==> src/rtl/ram_view_pkg.sv <==
// Shared widths, blanking pattern and FSM encoding for the RAM viewer.
package ram_view_pkg;
  localparam int ADDR_W = 5;
  localparam int DATA_W = 8;
  localparam logic [6:0] BLANK = 7'h7F;

  typedef enum logic [1:0] {
    ST_ISSUE = 2'd0,
    ST_WAIT  = 2'd1,
    ST_SHOW  = 2'd2
  } state_t;
endpackage

==> src/rtl/fnd_enc.sv <==
// Hex nibble to active-low 7-segment pattern, bit order {g,f,e,d,c,b,a}.
module fnd_enc (
  input  logic [3:0] hex,
  output logic [6:0] seg
);
  always_comb begin
    seg = 7'h7F;
    case (hex)
      4'h0: seg = 7'h40;
      4'h1: seg = 7'h79;
      4'h2: seg = 7'h24;
      4'h3: seg = 7'h30;
      4'h4: seg = 7'h19;
      4'h5: seg = 7'h12;
      4'h6: seg = 7'h02;
      4'h7: seg = 7'h78;
      4'h8: seg = 7'h00;
      4'h9: seg = 7'h10;
      4'hA: seg = 7'h08;
      4'hB: seg = 7'h03;
      4'hC: seg = 7'h46;
      4'hD: seg = 7'h21;
      4'hE: seg = 7'h06;
      4'hF: seg = 7'h0E;
      default: seg = 7'h7F;
    endcase
  end
endmodule

==> src/rtl/ram_view_ctrl.sv <==
// Walks a 32-entry RAM one address at a time (timer or step pulse) and
// shows address and data on four 7-segment digits.
module ram_view_ctrl
  import ram_view_pkg::*;
#(
  parameter int TICK_DIV = 50000000,
  parameter int RD_LAT   = 2
) (
  input  logic              clk,
  input  logic              rst_n,
  input  logic              run,
  input  logic              step,
  output logic [ADDR_W-1:0] rd_addr,
  output logic              rd_en,
  input  logic [DATA_W-1:0] rd_data,
  output logic              disp_valid,
  output logic [6:0]        hex3,
  output logic [6:0]        hex2,
  output logic [6:0]        hex1,
  output logic [6:0]        hex0
);
  localparam int TW = $clog2(TICK_DIV);
  localparam int WW = $clog2(RD_LAT + 1);
  localparam logic [TW-1:0] TICK_LAST = TW'(TICK_DIV - 1);
  localparam logic [WW-1:0] WAIT_LAST = WW'(RD_LAT - 1);

  state_t            state;
  logic [ADDR_W-1:0] cur_addr;
  logic [TW-1:0]     tick;
  logic [WW-1:0]     wcnt;
  logic [ADDR_W-1:0] disp_addr;
  logic [DATA_W-1:0] disp_data;

  assign rd_addr = cur_addr;

  always_ff @(posedge clk or negedge rst_n) begin
    if (!rst_n) begin
      state      <= ST_ISSUE;
      cur_addr   <= '0;
      tick       <= '0;
      wcnt       <= '0;
      disp_addr  <= '0;
      disp_data  <= '0;
      disp_valid <= 1'b0;
      rd_en      <= 1'b0;
    end else begin
      case (state)
        // Entered from SHOW with the strobe already armed; out of reset it
        // is armed here first, so the strobe is still a single cycle.
        ST_ISSUE: begin
          if (rd_en) begin
            rd_en <= 1'b0;
            wcnt  <= '0;
            state <= ST_WAIT;
          end else begin
            rd_en <= 1'b1;
          end
        end
        ST_WAIT: begin
          if (wcnt == WAIT_LAST) begin
            disp_data  <= rd_data;
            disp_addr  <= cur_addr;
            disp_valid <= 1'b1;
            state      <= ST_SHOW;
          end else begin
            wcnt <= wcnt + 1'b1;
          end
        end
        ST_SHOW: begin
          if (step || (run && tick == TICK_LAST)) begin
            tick     <= '0;
            cur_addr <= cur_addr + 1'b1;
            rd_en    <= 1'b1;
            state    <= ST_ISSUE;
          end else if (run) begin
            tick <= tick + 1'b1;
          end
        end
        default: state <= ST_ISSUE;
      endcase
    end
  end

  logic [3:0][3:0] nib;
  logic [3:0][6:0] seg;

  assign nib[3] = {3'b000, disp_addr[4]};
  assign nib[2] = disp_addr[3:0];
  assign nib[1] = disp_data[7:4];
  assign nib[0] = disp_data[3:0];

  for (genvar d = 0; d < 4; d++) begin : g_dig
    fnd_enc u_enc (.hex(nib[d]), .seg(seg[d]));
  end

  assign hex3 = disp_valid ? seg[3] : BLANK;
  assign hex2 = disp_valid ? seg[2] : BLANK;
  assign hex1 = disp_valid ? seg[1] : BLANK;
  assign hex0 = disp_valid ? seg[0] : BLANK;
endmodule

==> config.mk <==
export PLATFORM = sky130hd
export DESIGN_NAME = ram_view_ctrl
export DESIGN_NICKNAME = d
export VERILOG_FILES = /design/src/rtl/ram_view_pkg.sv /design/src/rtl/fnd_enc.sv /design/src/rtl/ram_view_ctrl.sv
export SDC_FILE = /design/constraint.sdc
export NUM_CORES = 1
export LEC_CHECK = 0
export ABC_CLOCK_PERIOD_IN_PS = 4300
export CAP_MARGIN = 10
export CORE_MARGIN = 10
export CORE_UTILIZATION = 55
export CTS_CLUSTER_DIAMETER = 60
export DETAILED_ROUTE_END_ITERATION = 10
export GPL_TIMING_DRIVEN = 0
export PLACE_DENSITY = 0.77
export REMOVE_ABC_BUFFERS = 1
export SLEW_MARGIN = 20
export SYNTH_ARGS = -nofsm -noshare
export SYNTH_HDL_FRONTEND = slang
export SYNTH_SLANG_ARGS = --single-unit
==> constraint.sdc <==
create_clock -name clk -period 4.3 [get_ports clk]
set_input_delay 1.075 -clock clk [delete_from_list [all_inputs] [get_ports clk]]
set_output_delay 1.075 -clock clk [all_outputs]
set_load 0.01 [all_outputs]
## After elaboration in Yosys (flattened, before gate mapping)

Memories as Yosys holds them, arrays and structs flattened.
Cells that the tools add are included.

- Memories: 4
- Register bits after elaboration: 50
- Word-level logic and storage cells: 51
- Memory bits (read-only): 448
- Output and inout bits: 35

Memories:

| name | depth | width | rd ports | clocked after Yosys merged registers in | write ports | line | RTL |
|---|---|---|---|---|---|---|---|
| (name not given) | 16 | 7 | 1 | 0 | 0 | fnd_enc.sv:8 | `case (hex)` |
| (name not given) | 16 | 7 | 1 | 0 | 0 | fnd_enc.sv:8 |  |
| (name not given) | 16 | 7 | 1 | 0 | 0 | fnd_enc.sv:8 |  |
| (name not given) | 16 | 7 | 1 | 0 | 0 | fnd_enc.sv:8 |  |

- Eq/ne operators: 8
- Multiplexer cells: 16
- Reduce and logical (&&, ||, !) cells: 12
- Add/sub/neg operators: 3

Operator list:

| cell | count |
|---|---|
| $mux W26 | 2 |
| $mux W7 | 4 |
| $add A26 B1 Y26 const B | 1 |
| $eq A26 B26 Y1 const B | 1 |
| $mux W2 | 5 |
| $ne A2 B2 Y1 const B | 4 |
| $reduce_and A2 Y1 | 4 |
| $pmux W2 S3 | 1 |
| $reduce_and A3 Y1 | 2 |
| $reduce_bool A2 Y1 | 3 |
| $add A5 B1 Y5 const B | 1 |
| $eq A2 B1 Y1 const B | 2 |
| $pmux W2 S2 | 1 |
| $add A2 B1 Y2 const B | 1 |
| $eq A2 B2 Y1 const B | 1 |
| $logic_not A2 Y1 | 1 |
| $mux W1 | 2 |
| $pmux W1 S2 | 1 |
| $logic_and A1 B1 Y1 | 1 |
| $logic_or A1 B1 Y1 | 1 |

## Longest topological paths before layout

- Depth in word-level cells: 5
- Gate-level depth with buffers: 7
- Gate-level depth less buffers: 6

## By module

From an unflattened synthesis, not the netlist that was laid out.

- Cell total of the unflattened synthesis: 410
- Area total of the unflattened synthesis: 3,779.9 um^2

Modules (own cells, without submodules):

| module | sequential area each (um^2) | cells each | times used | area an instance (um^2) |
|---|---|---|---|---|
| ram_view_ctrl | 1,251.2 | 281 | 1 | 2,680.1 |
| fnd_enc at g_dig[1].u_enc ... | 0.0 | 32 | 3 | 275.3 |
| fnd_enc at g_dig[0].u_enc | 0.0 | 33 | 1 | 274.0 |

## Worst setup path before layout

No wires, ideal clock.

- Path kind: reg2out
- Start: register disp_addr[0]
- End: output port hex2[3]
- Buffers on the path: 0
- Slack: 1,675 ps
- Required time: 3,225 ps
- Arrival: 1,550 ps
- Cell stages (with the launch flop): 6
- Cell sequence: dfrtp_1 > inv_1 > ha_1 > inv_1 > mux4_2 > or2_2

- Longest elaborated chain between the ends: 2

Ends and longest elaborated chain:

| item | line | RTL |
|---|---|---|
| start, declared | ram_view_ctrl.sv:31 | `logic [ADDR_W-1:0] disp_addr;` |
| start signal, assigned | ram_view_ctrl.sv:62 | `disp_addr <= cur_addr;` |
| $mem_v2 Z16 W7 | - |  |
| $mux W7 | ram_view_ctrl.sv:97 | `assign hex2 = disp_valid ? seg[2] : BLANK;` |
| end, declared | ram_view_ctrl.sv:18 | `output logic [6:0] hex2,` |

No other way between the ends.

## Final worst setup path

Same ends and word-level chain as after synthesis.

==> flow_summary.ini <==
[outcome]
status = completed

[finish]
insertedDiodeCount = 0
final_area_sq_um = 3960
drive_above_1_share = 0.109
fin_nets = 428
fillers = 480
syn_to_final_growth_pct = 15.5

[power_and_ir_drop]
p_seq_frac = 0.319
switching_share = 0.405
power_density_nw_per_um2 = 732
power_frac_clock = 0.113
irDropWorstVdd_mv = 0.462
p_sw_mw = 1.17
total_leakage_power_nw = 1.74
p_comb_frac = 0.568
p_int_mw = 1.72

[placement]
dp_hpwl_um = 5390
port_buffers = 45
pre_cts_ws_ns = 0.887
placed_cell_area_sq_um = 3850
place_congestion = 0.918

[setup_path]
start_kind = flip-flop
worstPathArrival_ns = 2.44
crit_path_end_kind = output pin
crit_type = flip-flop to output pin
cp_data_required_time_ns = 3.22
worstSetupStartpoint = disp_addr[0]
r2r_start = tick[0]
cp_max_fo = 6

[detailed_routing]
finalWirelength_um = 7530
routedWlPerCell_um = 16.0
drcViolationCount = 0
drt-initial-drc-count = 156
dr.pass1.iters = 4
drt-vias-per-instance = 6.08
dr_total_vias = 2864
drtAntennaViolNets = 0

[yosys]
synth_area_leaders = dfrtp_1 36%, ha_1 7.7%, mux2_2 5.3%
syn_area_per_cell_sq_um = 9.32
synth_cell_types = 53
ys_seq_area_frac = 0.365
postSynthCellCount = 368
synth_area_leader_cell = dfrtp_1
synth_edf_count = 0
synth_warnings = 0
async_flop_share = 1.00
synth-seq-cells = 50
ys.flop_type = dfrtp_1
synth_area_sq_um = 3430
synth.top_cell.area_share = 0.365

[die]
rows = 28
core-area_sq_um = 5990
io_pins = 47
die_h_um = 99.0
start_util = 0.572
design.die.area_sq_um = 9790
die_x_um = 99.0

[clock_network]
cts.clk_slew.worst_paths_ns = 0.09
cts-buffers-inserted = 5
cts_resized = 0
clk_latency_ns = 0.30
cts_tree = yes
cts_setup_buffers = 0
cts_sinks = 50
cts.htree.levels = 2
holdBufCountCts = 0
clock_path_buffers = 2
cts_root_buf = clkbuf_8

[timing]
period_share = 0.817
tns_ns = 0
rsz0062_at_grt = false
clock.fmax_mhz = 285
relSlewSlack = 0.428
fin_ws_ns = 0.787
skew_ns = 0.00443
finalMaxSlewViolations = 0
setup_viol = 0
worstMarginPinSlew_ns = 0.846
period_minus_slack_ns = 3.51
hold_viol_final = 0

[min_path]
hp-class = flip-flop to flip-flop
hold_path_startpoint = tick[25]

[global_routing]
grt_pass1_vias = 2703
grt_overflow = 0
grt_max_degree = 51
antenna_found_initial = 0
grt_use_total = 0.149
grt_pass1_wl_um = 12500

[flow_run]
cap_violations = 0
[cells in the mapped netlist, types with 2 or more instances]
master,number
nor4b_1,2
buf_2,2
o311ai_0,5
inv_1,21
o21ai_0,19
a22oi_1,2
or3_1,8
o211ai_1,11
nor3_1,13
a21oi_1,14
and3_1,5
ha_1,21
mux2i_1,9
nand4_1,8
or2_2,4
buf_4,7
mux4_2,3
mux2_2,16
nor4_4,2
a21o_1,10
a31oi_1,10
nor2_1,12
a221o_1,3
nand3_1,25
clkbuf_1,14
nand2b_1,7
a22o_1,3
nor2b_1,2
dfrtp_1,50
nand2_1,33
and4_1,2
xor2_1,4
[state kept, by name, summed over array words and instances (netlist names)]
name / cells
tick: 26
disp_data: 8
disp_addr: 5
rd_addr: 5
state: 2
wcnt: 2
disp_valid: 1
rd_en: 1
[critical path: stages, from the launching register on]
cell             delay (ns)
dfrtp_1                0.44
inv_1                  0.14
ha_1                   0.32
inv_1                  0.04
mux4_2                 0.44
or2_2                  0.28
clkdlybuf4s50_1        0.48
[area by class of cell]
cell class              instances  area, sq um  area share
multi-input cells             272         1980       0.500
flip-flops and latches         50         1250       0.316
repair buffers                 45          448       0.113
well taps                      75         93.8      0.0237
inverters                      21         78.8      0.0199
clock buffers                   6         72.6      0.0183
clock inverters                 2         37.5     0.00948
[layer usage]
layer  global-route usage  vias to the layer above  part of all wire
met5                    0                        -                 0
met1                0.176                     1378              0.44
met4               0.0364                        0             0.010
met2                0.259                       88              0.48
li1                     -                     1390                 -
met3               0.0412                        8             0.065
[path summary, 6_finish.rpt]
path	end	slack (ns)	cells after the start
worst max-delay path	hex2[3]	0.79	6
worst min-delay path	tick[25]	0.52	1
worst max register to register	rd_addr[1]	1.95	6
worst min register to register	tick[25]	0.52	1
max in group asynchronous	tick[25]	3.10	1
min in group asynchronous	wcnt[1]	0.77	1
[placed cells by master (no fill, tap or decap), drive strengths merged, types with 5 or more instances in the layout]
cell type,count
dfrtp,50
clkdlybuf4s50,44
nand2,33
nand3,26
inv,21
ha,21
o21ai,19
mux2,16
a21oi,15
nor3,14
nor2,13
o211ai,12
a31oi,10
a21o,10
nand4,10
mux2i,9
or3,8
nand2b,7
clkbuf,6
o311ai,5
and3,5
[power by group through the flow]
stage	registers [mW]	logic, mW	clock network (mW)
after floorplan	0.876	0.935	0
after global routing	0.966	1.81	0.351
final	0.924	1.65	0.327
after detailed placement	0.927	1.67	0
after global placement	0.917	1.62	0
after CTS	0.919	1.67	0.338
[logic make-up after synthesis]
family | Yosys count | share of synthesized area
AO/OA/AOI/OAI | 85 | 0.168
flip-flops | 50 | 0.365
other | 1 | 0.00109
multiplexers | 28 | 0.0985
buffers and inverters | 46 | 0.0609
adder cells (fa/ha/maj) | 21 | 0.0766
XOR/XNOR | 4 | 0.0102
AND/OR/NAND/NOR | 133 | 0.220
[stage by stage]
step / power [mW] / hold slack (ns) / cells / util
after floorplan: 1.81 / 0.465 / 343 / -
after global placement: 2.53 / 0.485 / 463 / 0.641
after detailed placement: 2.59 / 0.495 / 463 / 0.642
after CTS: 2.93 / 0.520 / 471 / 0.661
after global routing: 3.13 / 0.541 / 471 / 0.661
final: 2.90 / 0.519 / 471 / 0.661
Note: power is estimated with default switching activity, not from simulation.
